==> config.mk <==
export PLATFORM = sky130hd
export DESIGN_NAME = cursor_ctrl
export DESIGN_NICKNAME = d
export VERILOG_FILES = /design/src/rtl/cursor_pkg.sv /design/src/rtl/cursor_blink_timer.sv /design/src/rtl/cursor_ctrl.sv
export SDC_FILE = /design/constraint.sdc
export NUM_CORES = 1
export LEC_CHECK = 0
export ABC_AREA = 0
export CORE_AREA = 4 4 79 81
export CTS_CLUSTER_DIAMETER = 30
export DETAILED_ROUTE_END_ITERATION = 8
export DIE_AREA = 0 0 83 85
export SETUP_SLACK_MARGIN = 0.5
export SLEW_MARGIN = 10
export SYNTH_ARGS = -nofsm -noshare
export SYNTH_HDL_FRONTEND = slang
export SYNTH_SLANG_ARGS = --single-unit
==> constraint.sdc <==
create_clock -name clk -period 2.02 [get_ports clk]
set_input_delay 0.404 -clock clk [delete_from_list [all_inputs] [get_ports clk]]
set_output_delay 0.404 -clock clk [all_outputs]
set_load 0.02 [all_outputs]
==> src/rtl/cursor_pkg.sv <==
// Shared definitions for the VT52 cursor controller: command opcodes and helpers.
package cursor_pkg;

    localparam int unsigned CMD_OP_BITS = 3;

    localparam logic [CMD_OP_BITS-1:0] CURSOR_NOP   = 3'd0;
    localparam logic [CMD_OP_BITS-1:0] CURSOR_SET   = 3'd1;
    localparam logic [CMD_OP_BITS-1:0] CURSOR_UP    = 3'd2;
    localparam logic [CMD_OP_BITS-1:0] CURSOR_DOWN  = 3'd3;
    localparam logic [CMD_OP_BITS-1:0] CURSOR_LEFT  = 3'd4;
    localparam logic [CMD_OP_BITS-1:0] CURSOR_RIGHT = 3'd5;
    localparam logic [CMD_OP_BITS-1:0] CURSOR_CR    = 3'd6;
    localparam logic [CMD_OP_BITS-1:0] CURSOR_LF    = 3'd7;

    // Every opcode except NOP counts as cursor activity and restarts the blink,
    // even when the motion is clamped and the cursor does not actually move.
    function automatic logic cmd_restarts(input logic [CMD_OP_BITS-1:0] op);
        return op != CURSOR_NOP;
    endfunction

endpackage

==> src/rtl/cursor_blink_timer.sv <==
// Blink phase generator: counts vblank rising edges and toggles the phase every
// BLINK_FRAMES edges. A restart forces the phase on and clears the frame count.
module cursor_blink_timer #(
    parameter int unsigned BLINK_FRAMES = 30
) (
    input  logic clk,
    input  logic reset,
    input  logic vblank,
    input  logic restart,
    output logic phase
);

    localparam int unsigned CntW = (BLINK_FRAMES > 1) ? $clog2(BLINK_FRAMES) : 1;
    localparam logic [CntW-1:0] CntLast = CntW'(BLINK_FRAMES - 1);

    logic            vblank_q;
    logic            vblank_rise;
    logic [CntW-1:0] cnt_q, cnt_d;
    logic            phase_q, phase_d;

    assign vblank_rise = vblank & ~vblank_q;

    // Next frame count / phase; restart has priority over a coincident edge.
    always_comb begin
        cnt_d   = cnt_q;
        phase_d = phase_q;
        if (restart) begin
            cnt_d   = '0;
            phase_d = 1'b1;
        end else if (vblank_rise) begin
            if (cnt_q == CntLast) begin
                cnt_d   = '0;
                phase_d = ~phase_q;
            end else begin
                cnt_d = cnt_q + CntW'(1);
            end
        end
    end

    // Edge-detect history, frame counter and phase registers.
    always_ff @(posedge clk or posedge reset) begin
        if (reset) begin
            vblank_q <= 1'b0;
            cnt_q    <= '0;
            phase_q  <= 1'b1;
        end else begin
            vblank_q <= vblank;
            cnt_q    <= cnt_d;
            phase_q  <= phase_d;
        end
    end

    assign phase = phase_q;

endmodule

==> src/rtl/cursor_ctrl.sv <==
// VT52 cursor controller: holds the cursor position, executes motion commands
// clamped to the visible screen, requests a scroll on LF at the bottom row and
// produces the registered cursor blink enable for the renderer.
module cursor_ctrl
    import cursor_pkg::*;
#(
    parameter int unsigned ROW_BITS     = 5,
    parameter int unsigned COL_BITS     = 7,
    parameter int unsigned ROWS         = 24,
    parameter int unsigned COLS         = 80,
    parameter int unsigned BLINK_FRAMES = 30
) (
    input  logic                   clk,
    input  logic                   reset,
    input  logic                   vblank,
    input  logic                   cursor_enable,
    input  logic                   cmd_valid,
    input  logic [CMD_OP_BITS-1:0] cmd_op,
    input  logic [COL_BITS-1:0]    cmd_x,
    input  logic [ROW_BITS-1:0]    cmd_y,
    output logic [COL_BITS-1:0]    cursor_x,
    output logic [ROW_BITS-1:0]    cursor_y,
    output logic                   cursor_blink_on,
    output logic                   scroll_req
);

    // Clamp limits are the last visible cell, not the all-ones coordinate.
    localparam logic [COL_BITS-1:0] XMax = COL_BITS'(COLS - 1);
    localparam logic [ROW_BITS-1:0] YMax = ROW_BITS'(ROWS - 1);

    logic [COL_BITS-1:0] x_q, x_d;
    logic [ROW_BITS-1:0] y_q, y_d;
    logic                scroll_q, scroll_d;
    logic                blink_on_q;
    logic                restart;
    logic                phase;

    assign restart = cmd_valid & cmd_restarts(cmd_op);

    cursor_blink_timer #(
        .BLINK_FRAMES (BLINK_FRAMES)
    ) u_blink (
        .clk     (clk),
        .reset   (reset),
        .vblank  (vblank),
        .restart (restart),
        .phase   (phase)
    );

    // Decode the command into the next position and the scroll pulse.
    always_comb begin
        x_d      = x_q;
        y_d      = y_q;
        scroll_d = 1'b0;
        if (cmd_valid) begin
            case (cmd_op)
                CURSOR_SET: begin
                    x_d = (cmd_x > XMax) ? XMax : cmd_x;
                    y_d = (cmd_y > YMax) ? YMax : cmd_y;
                end
                CURSOR_UP: begin
                    if (y_q != '0) y_d = y_q - ROW_BITS'(1);
                end
                CURSOR_DOWN: begin
                    if (y_q < YMax) y_d = y_q + ROW_BITS'(1);
                end
                CURSOR_LEFT: begin
                    if (x_q != '0) x_d = x_q - COL_BITS'(1);
                end
                CURSOR_RIGHT: begin
                    if (x_q < XMax) x_d = x_q + COL_BITS'(1);
                end
                CURSOR_CR: begin
                    x_d = '0;
                end
                CURSOR_LF: begin
                    if (y_q < YMax) y_d = y_q + ROW_BITS'(1);
                    else            scroll_d = 1'b1;
                end
                default: begin
                end
            endcase
        end
    end

    // Position and scroll request registers.
    always_ff @(posedge clk or posedge reset) begin
        if (reset) begin
            x_q      <= '0;
            y_q      <= '0;
            scroll_q <= 1'b0;
        end else begin
            x_q      <= x_d;
            y_q      <= y_d;
            scroll_q <= scroll_d;
        end
    end

    // Registered blink output; the timer keeps running while the cursor is hidden.
    always_ff @(posedge clk or posedge reset) begin
        if (reset) begin
            blink_on_q <= 1'b1;
        end else begin
            blink_on_q <= phase & cursor_enable;
        end
    end

    assign cursor_x        = x_q;
    assign cursor_y        = y_q;
    assign scroll_req      = scroll_q;
    assign cursor_blink_on = blink_on_q;

endmodule
Word level (Yosys, flattened, before mapping)
Index checks and enable logic that the tools add are counted.
- register bits: 21
- bits of input ports: 20
- output and inout port bits: 14
- logic and storage cells: 61
- add/subtract/negate cells: 5
- order comparisons: 4
- eq/ne operators: 12
- multiplexer cells: 17
- bitwise operators: 5
- reduce and logical (&&, ||, !) cells: 11
- operators by type and width (operator ; number):
    2-to-1 mux 5 bit ; 6
    case mux 7 bit (4 select lines) ; 1
    2-to-1 mux 7 bit ; 3
    case mux 5 bit (3 select lines) ; 1
    == test 3 bit (second input constant) ; 4
    adder 5 x 1 -> 5 bit (second input constant) ; 2
    AND reduction 4 bit ; 2
    adder 7 x 1 -> 7 bit (second input constant) ; 1
    > comparator 7 bit (second input constant) ; 1
    < comparator 7 bit (second input constant) ; 1
    nonzero test 7 bit ; 1
    subtractor 7 x 1 -> 7 bit (second input constant) ; 1
    == test 3 x 2 -> 1 bit (second input constant) ; 2
    2-to-1 mux 1 bit ; 6
    != test 2 bit (second input constant) ; 3
    nonzero test 3 bit ; 2
    == test 5 bit (second input constant) ; 1
    > comparator 5 bit (second input constant) ; 1
    < comparator 5 bit (second input constant) ; 1
    nonzero test 5 bit ; 1
    subtractor 5 x 1 -> 5 bit (second input constant) ; 1
    nonzero test 2 bit ; 2
    nonzero test 4 bit ; 1
    AND 1 bit ; 3
    5 further kinds ; 6

Depth between registers and ports, before layout
- depth in word-level cells: 4
- mapped depth: 10
- gate-level depth less buffers: 9

Modules after synthesis
Synthesis repeated with hierarchy kept, for this count alone.
- cells, all modules: 172
- area total of the unflattened synthesis: 1590.3 µm²
- by module, submodules not included (module ; times used ; cells an instance ; area each (µm²)):
    cursor_ctrl ; 1 ; 135 ; 1208.7
    cursor_blink_timer ; 1 ; 37 ; 381.6

Least setup slack after synthesis
OpenSTA, ideal clock, no wires.
- kind: input -> register
- from: input cmd_op[1]
- to: register x_q[5] (netlist: cursor_x[5])
- arrival time: 2216 ps
- path slack: -284 ps
- stages on the path: 8
- buffers on the path: 1
- path through: buf_4 > and2b_4 > nand2_1 > ha_1 > a211oi_1 > nor3b_1 > or4_1 > a41oi_1
- longest elaborated chain between the ends: 3
- ends and longest elaborated chain (what ; line ; text):
    start: declaration ; cursor_ctrl.sv:18 ; input logic [CMD_OP_BITS-1:0] cmd_op,
    == test 3 bit or == test 3 x 1 -> 1 bit (tied branches) ; cursor_ctrl.sv:56 ; case (cmd_op)
    nonzero test 4 bit (no source line) or != test 2 bit (tied branches) ; n/a ;
    AND reduction 4 bit (no source line) ; n/a ;
    end signal: assignment ; cursor_ctrl.sv:89 ; x_q <= '0;
    end signal: assignment ; cursor_ctrl.sv:93 ; x_q <= x_d;
    end: declaration ; cursor_ctrl.sv:31 ; logic [COL_BITS-1:0] x_q, x_d;
Parallel ways exist; a longest one is shown, timed or not.
A chain may end at the register's enable or synchronous reset.

Final worst setup path
- from: input cmd_op[2]
- to: register x_q[6] (netlist: cursor_x[6])
Same word-level chain as after synthesis.

==> impl_summary.md <==
Timing
For the final routed database, the setup TNS stands at 0 ps. The worst path meets setup with 198 ps of slack. The final number of hold-violating endpoints is 0.

On the final layout, the worst clock skew is 5.81 ps. The time the worst path needs with I/O delays and setup is 1820 ps. The max-slew violation count came to 0.

The normalized max-slew margin is 0.812. The highest clock frequency the design can meet is approximately 0.55 GHz. The fraction of the cycle the final worst path needs is 0.902. The actual slew at the worst max-slew pin is 282 ps. Setup repair after global routing could not meet its margin everywhere. The number of failing setup endpoints in the final timing report is 0.

CTS
For this design, the sink count on the clock tree is 21. The TritonCTS clock tree is yes. For the worst-skew pair, the clock arrives at the later sink with an insertion delay of between 200 and 300 ps. The H-tree depth reported by CTS is 1. The cell at the root of the clock tree is sky130_fd_sc_hd__clkbuf_8. Counting along the longest clock path gives a buffer depth of 2. The total clock buffers created by CTS is 3.

The clock slew at the register clock pins of the worst setup and hold paths is 90 ps.

Worst setup path
STA classifies the critical path endpoint as a flip-flop. Traced cell by cell, the critical path runs through buf_6, and2b_4, nand2_8, inv_4, fa_2, nand2b_4, a21oi_2, nand3_1, a211o_1, a41oi_2. The type of origin of the critical path is an input pin. The worst path buffer plus inverter count is 2. The largest individual stage delay along the critical path comes from the cell sky130_fd_sc_hd__fa_2.

The minimum setup slack among reg-to-reg paths is about 220 ps. The endpoint of the most critical register-to-register path is cursor_y[1]. STA puts the critical path data arrival time at 2010 ps. The kind of cell adding the most delay to the critical path is compound AO/OA/AOI/OAI gates. The depth of the worst register-to-register path is 5. The maximum fanout along the worst path is 4. The critical register-to-register path startpoint is cursor_y[0]. The critical path's largest stage delay is 360 ps. The path type of the worst setup path is in -> reg.

Data on the critical path is required at its endpoint by ~2200 ps.

Synthesis
The share of synthesized area in the top cell type comes to 0.307. The adder-cell share of the synthesized area is 0.107. The largest total area in the synthesized netlist belongs to sky130_fd_sc_hd__dfrtp_1. The net count after synthesis is 207. The flop and latch count out of synthesis is 21.

The synthesized instance count is 175. The mux cell area share after synthesis is 0.00970. After synthesis the cells add up to between 1500 and 2000 um^2. The parity-gate share of the synthesized area counting xor and xnor cells is 0.0283.

The share of the Yosys chip area taken by registers is 0.341. The post-synthesis compound-gate area fraction is 0.239. After synthesis, the largest family of logic cells by area is compound AO/OA/AOI/OAI gates. By count the netlist is led by sky130_fd_sc_hd__nor2_1, sky130_fd_sc_hd__dfrtp_1, sky130_fd_sc_hd__a21oi_1. Yosys printed 0 warnings. Counting flops with an async set or reset pin after synthesis yields a share of 1.00. The most used standard cell by instance count after synthesis is sky130_fd_sc_hd__nor2_1. Ranked by total cell area, the synthesized netlist is headed by sky130_fd_sc_hd__dfrtp_1, sky130_fd_sc_hd__ha_1, sky130_fd_sc_hd__a21oi_1, sky130_fd_sc_hd__nor2_1, sky130_fd_sc_hd__nand2_1. The average cell area after synthesis is 8.84 um^2.

Of the total synthesized cell area, the portion taken by AND, OR, NAND and NOR gates is 0.230. For this run, the leading register cell type out of synthesis is sky130_fd_sc_hd__dfrtp_1. In this run, synthesis inferred 0 flip-flops with an integrated enable. The distinct cell type count after synthesis is 50.

Global routing
The wire length of the first global-routing pass is 7.60 mm. The combined global-route utilization of all metal layers is 0.130. The maximum number of pins on one net before global-route repair is 22. The number of global-route vias before repair is 1,595. After global routing the overflow that remains totals 0. The number of antenna violations at the first check in global routing is 0.

Routing
The routed layout has 1,601 vias. After detailed routing, the number of remaining DRC violations is 0. Dividing the detail-routed wire length by the instance count gives approximately 14 um. After detailed routing, the number of vias per cell comes to about 5.0.

After the first detailed-routing iteration, the DRC count stood at 81. The first-pass detailed-route iteration total is 4. Once detail routing completed, the nets flagged for antenna violations numbered 0. The routed design has 4.64 mm of wire.

Floorplan
For this configuration, the core starts out at a cell density of 0.283. Row generation in the floorplan step produced 27 rows. The overall die height is 85 um. The top-level I/O count is 34.

The placeable core region is 5470 um^2. The die outline area is between 7000 and 8000 um^2. The die is about 83 um wide.

Place
During placement, the flow inserted port buffers numbering 33. The post-place setup slack is -564 ps. The post-placement cell area is 2240 um^2. Detailed placement ended at an HPWL of 3.25 mm. Routability-driven placement finished with a final weighted congestion of between 0.8 and 0.9.

Finish
The final instance area is 2550 um^2. In the final layout, the share of cells above drive strength 1 is 0.392. The post-synthesis to final-layout area growth is 64.9%. The repair_antennas step left the layout with diodes totalling 0. The post-layout net count is 283.

Power
Of the total power, combinational logic draws 0.561. The reported net switching power is 0.872 mW. The share of total power dissipated in sequential elements is 0.304. The share of total power dissipated in the clock network is 0.135. The worst-case IR drop observed on VDD is 0.493 mV. Power spread over the standard cell area amounts to 851 nW/um^2. Of the total power, the share spent switching nets is 0.402. The internal portion of the total power is 1.30 mW. Summed over all cells, the static leakage comes to 1.05 nW.

Min path
The worst hold path belongs to the class in -> async.

Run status
The run finished with clean final reports.

Run
Across the run, the number of max-cap violations was 0.
cells in the final DEF, fill, tap and decap left out, drive strengths merged, types with 2 or more instances in the layout:
| master | synthesis | routed |
|---|---|---|
| buf | 4 | 46 |
| nor2 | 20 | 20 |
| a21oi | 18 | 19 |
| dfrtp | 19 | 19 |
| clkdlybuf4s50 | 0 | 15 |
| nand2 | 15 | 15 |
| ha | 10 | 10 |
| dlygate4sd2 | 0 | 9 |
| o21ai | 8 | 8 |
| inv | 7 | 7 |
| clkbuf | 2 | 6 |
| a31oi | 5 | 5 |
| nand2b | 5 | 5 |
| o211ai | 4 | 4 |
| nand4 | 3 | 3 |
| nand3 | 3 | 3 |
| xor2 | 3 | 3 |
| nor3 | 3 | 3 |
| clkdlybuf4s15 | 0 | 3 |
| a22oi | 3 | 3 |
| or2b | 2 | 2 |
| or4 | 2 | 2 |
| nand3b | 2 | 2 |
| o22ai | 2 | 2 |
| a41oi | 2 | 2 |
| o21a | 2 | 2 |
| and2 | 2 | 2 |
| nor2b | 2 | 2 |
| a21o | 2 | 2 |
| xnor2 | 2 | 2 |
| and3 | 2 | 2 |
| fa | 2 | 2 |
| dfstp | 2 | 2 |
| nor3b | 2 | 2 |
power by group through the flow:
| stage | sequential, mW | combinational (mW) | clock, mW |
|---|---|---|---|
| floorplan | 0.711 | 0.506 | 0 |
| global placement | 0.643 | 1.00 | 0 |
| detailed placement | 0.643 | 1.02 | 0 |
| CTS | 0.642 | 1.13 | 0.302 |
| global route | 0.676 | 1.34 | 0.329 |
| finish | 0.659 | 1.22 | 0.294 |
routing by layer:
metal,up-vias,share of wire,track usage,wire [um]
li1,793,-,-,-
met1,772,0.49,0.173,2260
met2,28,0.47,0.212,2190
met3,8,0.025,0.0175,118
met4,0,0.017,0.0520,78
met5,-,0,0,0
worst reg2reg max path: cells and delay by family, from the launching register on:
kind	cells	cell delay, ps
multiplexers	1	300
AO/OA/AOI/OAI	2	280
AND/OR/NAND/NOR	1	520
buffers and inverters	1	140
flip-flops	1	450
metrics by stage:
step	power, mW	hold slack, ps	utilization	cells
4_1_cts	2.08	488	0.449	317
3_5_place_dp	1.66	496	0.409	306
6_report	2.17	480	0.466	322
5_1_grt	2.34	513	0.466	322
2_1_floorplan	1.22	379	-	175
3_3_place_gp	1.65	491	0.409	306
repair_timing:
action | in CTS | in global routing
gates resized for setup | 55 | 22
endpoints found under the setup margin | 28 | 19
hold buffers | 0 | 0
setup buffers | 6 | 5
pin swaps | 22 | 11
gates cloned | 1 | 0
state kept, by name, indices dropped and copies added, names as in the netlist:
signal	cells
u_blink.cnt_q	5
cursor_y	5
u_blink.phase	1
cursor_blink_on	1
u_blink.vblank_q	1
cursor_x	7
scroll_req	1
area by class of cell:
cell class / count / area, um^2
fill: 536 / 2920
clock inverter: 1 / 7.51
clock buffer: 3 / 41.3
timing repair buffer: 76 / 669
multi-input combinational: 142 / 1180
inverter: 7 / 28.8
tap: 72 / 90.1
sequential: 21 / 537
worst max-delay path by stage:
stage	start	slack, ps	endpoint	cells past startpoint
3_3_place_gp	cmd_op[0]	-480	cursor_x[6]	10
6_report	cmd_op[2]	200	cursor_x[6]	10
5_1_grt	cmd_op[2]	150	cursor_x[6]	10
4_1_cts	cmd_op[1]	210	cursor_x[6]	10
3_5_place_dp	cmd_op[0]	-560	cursor_x[6]	10
2_1_floorplan	cmd_op[1]	-80	cursor_x[6]	10
cells by family after synthesis:
kind of cell | Yosys count
flip-flops | 21
multiplexers | 1
buffers and inverters | 13
XOR/XNOR | 5
AO/OA/AOI/OAI | 55
AND/OR/NAND/NOR | 68
adder cells (fa/ha/maj) | 12
Note: power is estimated with default switching activity, not from simulation.
